## config.mk

```make
export PLATFORM = sky130hd
export DESIGN_NAME = cacheline_adaptor_p
export DESIGN_NICKNAME = d
export VERILOG_FILES = /design/src/rtl/cacheline_adaptor_p.sv
export SDC_FILE = /design/constraint.sdc
export NUM_CORES = 1
export LEC_CHECK = 0
export BUFFER_PORTS_ARGS = -buffer_cell sky130_fd_sc_hd__buf_2
export CAP_MARGIN = 0
export CORE_AREA = 2 2 278 280
export CTS_CLUSTER_SIZE = 40
export DETAILED_ROUTE_END_ITERATION = 8
export DIE_AREA = 0 0 280 282
export MAX_ROUTING_LAYER = met4
export SYNTH_ARGS = -nofsm -noshare
export SYNTH_HDL_FRONTEND = slang
export SYNTH_SLANG_ARGS = --single-unit
```

## constraint.sdc

```tcl
create_clock -name clk -period 3 [get_ports clk]
set_clock_uncertainty 0.15 [all_clocks]
set_input_delay 0.15 -clock clk [delete_from_list [all_inputs] [get_ports clk]]
set_output_delay 0.15 -clock clk [all_outputs]
set_load 0.02 [all_outputs]
```

## src/rtl/cacheline_adaptor_p.sv

```systemverilog
// ============================================================================
// cacheline_adaptor_p
// ----------------------------------------------------------------------------
// Bridges the cache's memory-side port to a burst memory.
//   - Line fill:  a 256-bit line is collected from four 64-bit beats.
//   - Writeback:  a 256-bit line is sent out as four 64-bit beats.
// After the last beat, resp_o pulses for one cycle to tell the cache
// controller that the transfer is complete.
//
// Ports
//   clk        system clock, rising edge
//   rst        asynchronous reset, active low
//   line_i     line to write back (sampled when the write is accepted)
//   line_o     assembled fill line (held until the next fill)
//   address_i  line address from the cache (sampled on accept)
//   read_i     cache requests a line fill (level)
//   write_i    cache requests a writeback (level; read_i wins a tie)
//   resp_o     one-cycle completion pulse to the cache
//   burst_i    read beat from memory
//   burst_o    write beat to memory
//   address_o  line-aligned burst address to memory
//   read_o     memory read request, high for the whole RD state
//   write_o    memory write request, high for the whole WR state
//   resp_i     memory beat valid (read) / beat accepted (write)
// ============================================================================
module cacheline_adaptor_p #(
    parameter int s_line   = 256,
    parameter int s_beat   = 64,
    parameter int n_beats  = 4,
    parameter int s_offset = 5
) (
    input  logic              clk,
    input  logic              rst,
    input  logic [s_line-1:0] line_i,
    output logic [s_line-1:0] line_o,
    input  logic [31:0]       address_i,
    input  logic              read_i,
    input  logic              write_i,
    output logic              resp_o,
    input  logic [s_beat-1:0] burst_i,
    output logic [s_beat-1:0] burst_o,
    output logic [31:0]       address_o,
    output logic              read_o,
    output logic              write_o,
    input  logic              resp_i
);

    localparam int cnt_w = $clog2(n_beats);
    localparam logic [cnt_w-1:0] last_beat = cnt_w'(n_beats - 1);
    // Mask that clears the offset bits inside the line.
    localparam logic [31:0] off_mask = (32'd1 << s_offset) - 32'd1;

    typedef enum logic [2:0] {
        IDLE    = 3'd0,
        RD      = 3'd1,
        RD_DONE = 3'd2,
        WR      = 3'd3,
        WR_DONE = 3'd4
    } state_t;

    state_t             state_q, state_d;
    logic [cnt_w-1:0]   cnt_q, cnt_d;
    logic [31:0]        addr_q, addr_d;
    logic [s_line-1:0]  line_q, line_d;
    logic [s_line-1:0]  buf_q, buf_d;

    // Per-beat views of the writeback buffer and per-beat capture enables
    // for the fill line.
    logic [s_beat-1:0]  buf_beat [n_beats];
    logic               cap_en   [n_beats];

    genvar gi;
    generate
        for (gi = 0; gi < n_beats; gi++) begin : g_beat
            assign buf_beat[gi] = buf_q[gi*s_beat +: s_beat];
            assign cap_en[gi]   = (state_q == RD) && resp_i && (cnt_q == cnt_w'(gi));
        end
    endgenerate

    // ------------------------------------------------------------------
    // State register and datapath flops
    // ------------------------------------------------------------------
    always_ff @(posedge clk or negedge rst) begin
        if (!rst) begin
            state_q <= IDLE;
            cnt_q   <= '0;
            addr_q  <= '0;
            line_q  <= '0;
            buf_q   <= '0;
        end else begin
            state_q <= state_d;
            cnt_q   <= cnt_d;
            addr_q  <= addr_d;
            line_q  <= line_d;
            buf_q   <= buf_d;
        end
    end

    // ------------------------------------------------------------------
    // Next-state logic
    // ------------------------------------------------------------------
    always_comb begin
        state_d = state_q;
        cnt_d   = cnt_q;
        addr_d  = addr_q;
        buf_d   = buf_q;
        unique case (state_q)
            IDLE: begin
                // resp_i is deliberately ignored here.
                if (read_i) begin
                    addr_d  = address_i & ~off_mask;
                    cnt_d   = '0;
                    state_d = RD;
                end else if (write_i) begin
                    addr_d  = address_i & ~off_mask;
                    buf_d   = line_i;
                    cnt_d   = '0;
                    state_d = WR;
                end
            end
            RD: begin
                if (resp_i) begin
                    cnt_d = cnt_q + cnt_w'(1);
                    if (cnt_q == last_beat) begin
                        state_d = RD_DONE;
                    end
                end
            end
            WR: begin
                if (resp_i) begin
                    cnt_d = cnt_q + cnt_w'(1);
                    if (cnt_q == last_beat) begin
                        state_d = WR_DONE;
                    end
                end
            end
            RD_DONE: state_d = IDLE;
            WR_DONE: state_d = IDLE;
            default: state_d = IDLE;
        endcase
    end

    // Fill line: only the beat addressed by cnt is overwritten; the rest
    // keep their previous contents so line_o survives writebacks.
    always_comb begin
        line_d = line_q;
        for (int i = 0; i < n_beats; i++) begin
            if (cap_en[i]) begin
                line_d[i*s_beat +: s_beat] = burst_i;
            end
        end
    end

    // ------------------------------------------------------------------
    // Outputs (decoded from registered state so reset drops them at once)
    // ------------------------------------------------------------------
    always_comb begin
        read_o    = (state_q == RD);
        write_o   = (state_q == WR);
        resp_o    = (state_q == RD_DONE) || (state_q == WR_DONE);
        burst_o   = (state_q == WR) ? buf_beat[cnt_q] : '0;
        address_o = addr_q;
        line_o    = line_q;
    end

endmodule

```

==> results.cfg <==
[status]
status = finished, final reports clean

[pwr]
leakage_uw = 0.0155
p_int_uw = 22200
comb_power_share_pct = 41.3
p_sw_share_pct = 35.1
vdd_drop_max_uv = 554
power_density_mw_per_mm2 = 1050
power.switching_uw = 12000
clkPwrFrac_pct = 20.9
pwr-share-seq_pct = 37.8

[clock_tree]
cts_tree = yes
clk_pin_slew_ps = 60
clock_latency_ps = 600
clock_path_buffers = 3
htreeDepth = 2
cts_setup_buffers = 0
cts_sinks = 544
cts-buffers-inserted = 59
cts-root-buf = clkbuf_16

[drt]
detail-route-antenna-nets = 0
drtIter0Drc = 412
post-route-drc-count = 0
vias = 15700
routed_wl_mm = 67.4
firstDrtPassIters = 4
routedWlPerCell_um = 19.6
avgViaCountPerCell = 4.56

[floorplanning]
io_pins = 712
core_mm2 = 0.0757
dieHeight_um = 282
num_rows = 101
die_area_mm2 = 0.0790
start_util_pct = 29.8
die_x_um = 280

[job]
cap_violations = 0

[worst_hold_path]
hold_end = buf_q[200]
min_path_cells = 4
holdCritStartpoint = read_i
hp-class = input pin to flop

[final_layout]
seqCellArea_mm2 = 0.0136
nFillCells = 6806
nNetsFinal = 2770
final_cells = 3440
multi_input_area_mm2 = 0.00818
final_common_cell = buf_2
drive_gt1_share_pct = 59.0
syn_to_final_growth_pct = 44.4
post-route-util_pct = 43.0
most-common-layout-cells = 700 x buf_2, 541 x dfrtp_1, 539 x mux2_2, 352 x dlygate4sd3_1

[place]
dp_hpwl_mm = 46.4
dp_cells = 2973
numPortBuffers = 701
gp_congestion = 0.812

[global_route]
grt_pass1_wl_mm = 101
antenna_found_initial = 6
grt_pass1_vias = 17800
grt_max_degree = 94
grt_overflow = 0
grt_usage_pct = 17.1

[sta]
worstMarginPinSlew_ps = 836
grt_setup_unrepaired = false
fin_hold_ws_ps = 79.3
final-hold-violation-count = 0
finalSetupViolations = 0
final_max_slew_viol_count = 0
slew_headroom_pct = 44.3
clock.fmax_ghz = 0.361
fin_crit_sh_pct = 92.3
fin_setup_tns_ps = 0
layout_min_cycle_time_ps = 2770

[yosys]
synth_cells = 1339
ys_seq_area_share_pct = 60.4
syn_area_per_cell_um2 = 16.8
yosysUniqueCellTypes = 28
ys_ff_latch = 544
ys_warn_count = 0
netlist_area_mm2 = 0.0225

[critical_path]
crit_fanout = 26
cp-end-kind = output port
reg2regPathDepth = 5
arrival_ps = 2470
r2r-start = state_q[1]
required_ps = 2700
timing.rr.end = state_q[1]
r2r_slack_ps = 730
startpoint_type = flop
worstSetupPathType = flop to output port
==> worst max path at each step <==
stage / end / from
global placement: burst_o[13] / cnt_q[0]
detailed placement: burst_o[13] / cnt_q[0]
CTS: burst_o[13] / cnt_q[0]
floorplan: line_o[100] / cnt_q[1]
finish: burst_o[13] / cnt_q[0]
global route: burst_o[13] / cnt_q[0]
==> through the flow <==
step | worst slack [ps] | cell area [µm²] | power, µW
after global routing | 107 | 32600 | 36100
after global placement | 665 | 27100 | 26400
after floorplan | 820 | 22600 | 22000
after detailed placement | 693 | 27100 | 26900
after CTS | 12.1 | 32500 | 34600
final | 230 | 32600 | 34200
==> worst max-delay path: stages, from the launching register on <==
cell and delay, ps:
dfrtp_4 450, buf_6 360, mux4_2 640, and3_1 220, buf_2 160
==> power by group through the flow <==
stage                     clock network [µW]  logic (µW)  registers (µW)
after global routing                    7670       15000           13400
after floorplan                            0        7060           15000
after detailed placement                   0       13800           13000
after global placement                     0       13600           12800
final                                   7150       14100           12900
after CTS                               7360       14300           12900
==> Yosys cell counts <==
| cell | count | area (µm²) |
|---|---|---|
| dfrtp_1 | 544 | 13600 |
| mux2_2 | 539 | 6070 |
| and3_1 | 64 | 400 |
| mux4_2 | 64 | 1440 |
| buf_6 | 53 | 597 |
| clkbuf_1 | 17 | 63.8 |
| buf_2 | 13 | 65.1 |
| buf_4 | 7 | 52.6 |
| ha_1 | 4 | 50.1 |
| inv_1 | 4 | 15.0 |
| nand2_2 | 4 | 25.0 |
| nand2_1 | 3 | 11.3 |
| nor2_1 | 3 | 11.3 |
| nor2b_1 | 3 | 18.8 |
| a21oi_1 | 2 | 10.0 |
| a31oi_1 | 2 | 12.5 |
| buf_1 | 2 | 7.51 |
| a21o_1 | 1 | 7.51 |
| a32oi_1 | 1 | 8.76 |
| and4bb_2 | 1 | 12.5 |
| conb_1 | 1 | 3.75 |
| nand3b_1 | 1 | 7.51 |
| nand4b_1 | 1 | 8.76 |
| nor3_1 | 1 | 5.00 |
| nor4b_1 | 1 | 8.76 |
| o21ai_0 | 1 | 5.00 |
| o31ai_1 | 1 | 7.51 |
| xnor2_1 | 1 | 8.76 |
==> flip-flops by register name (all words and copies together) (netlist names) <==
signal,flops
cnt_q,2
address_o,27
buf_q,256
state_q,3
line_o,256
==> routing by layer <==
layer / track usage, % / vias to the layer above / share of wire [%]
met2: 30.1 / 581 / 51
met4: 6.06 / 0 / 3.3
met1: 18.5 / 7953 / 39
met5: - / - / 0
li1: - / 7005 / -
met3: 4.57 / 136 / 6.8
==> area by class of cell <==
| class | instances | area share, % |
|---|---|---|
| clock inverters | 17 | 0.438 |
| repair buffers | 1097 | 23.3 |
| multi-input cells | 703 | 25.1 |
| diodes | 6 | 0.0461 |
| flip-flops and latches | 544 | 41.8 |
| clock buffers | 91 | 5.47 |
| inverters | 4 | 0.0461 |
| well taps | 978 | 3.76 |
==> kinds of logic after synthesis <==
family | synth area share [%]
AOI/OAI and AO/OA | 0.228
xor gates and xnor gates | 0.0389
adders and majority gates | 0.222
buffers and inverters | 3.55
DFF | 60.4
muxes | 33.3
other | 0.0166
and+or+nand+nor | 2.26
==> timing repair <==
| item | in CTS | in global routing |
|---|---|---|
| hold buffers | 353 | 0 |
| endpoints found under the setup margin | 0 | 2 |
| endpoints found under the hold margin | 1048 | 0 |
| resized for setup | 0 | 1 |
Note: power is estimated with default switching activity, not from simulation.
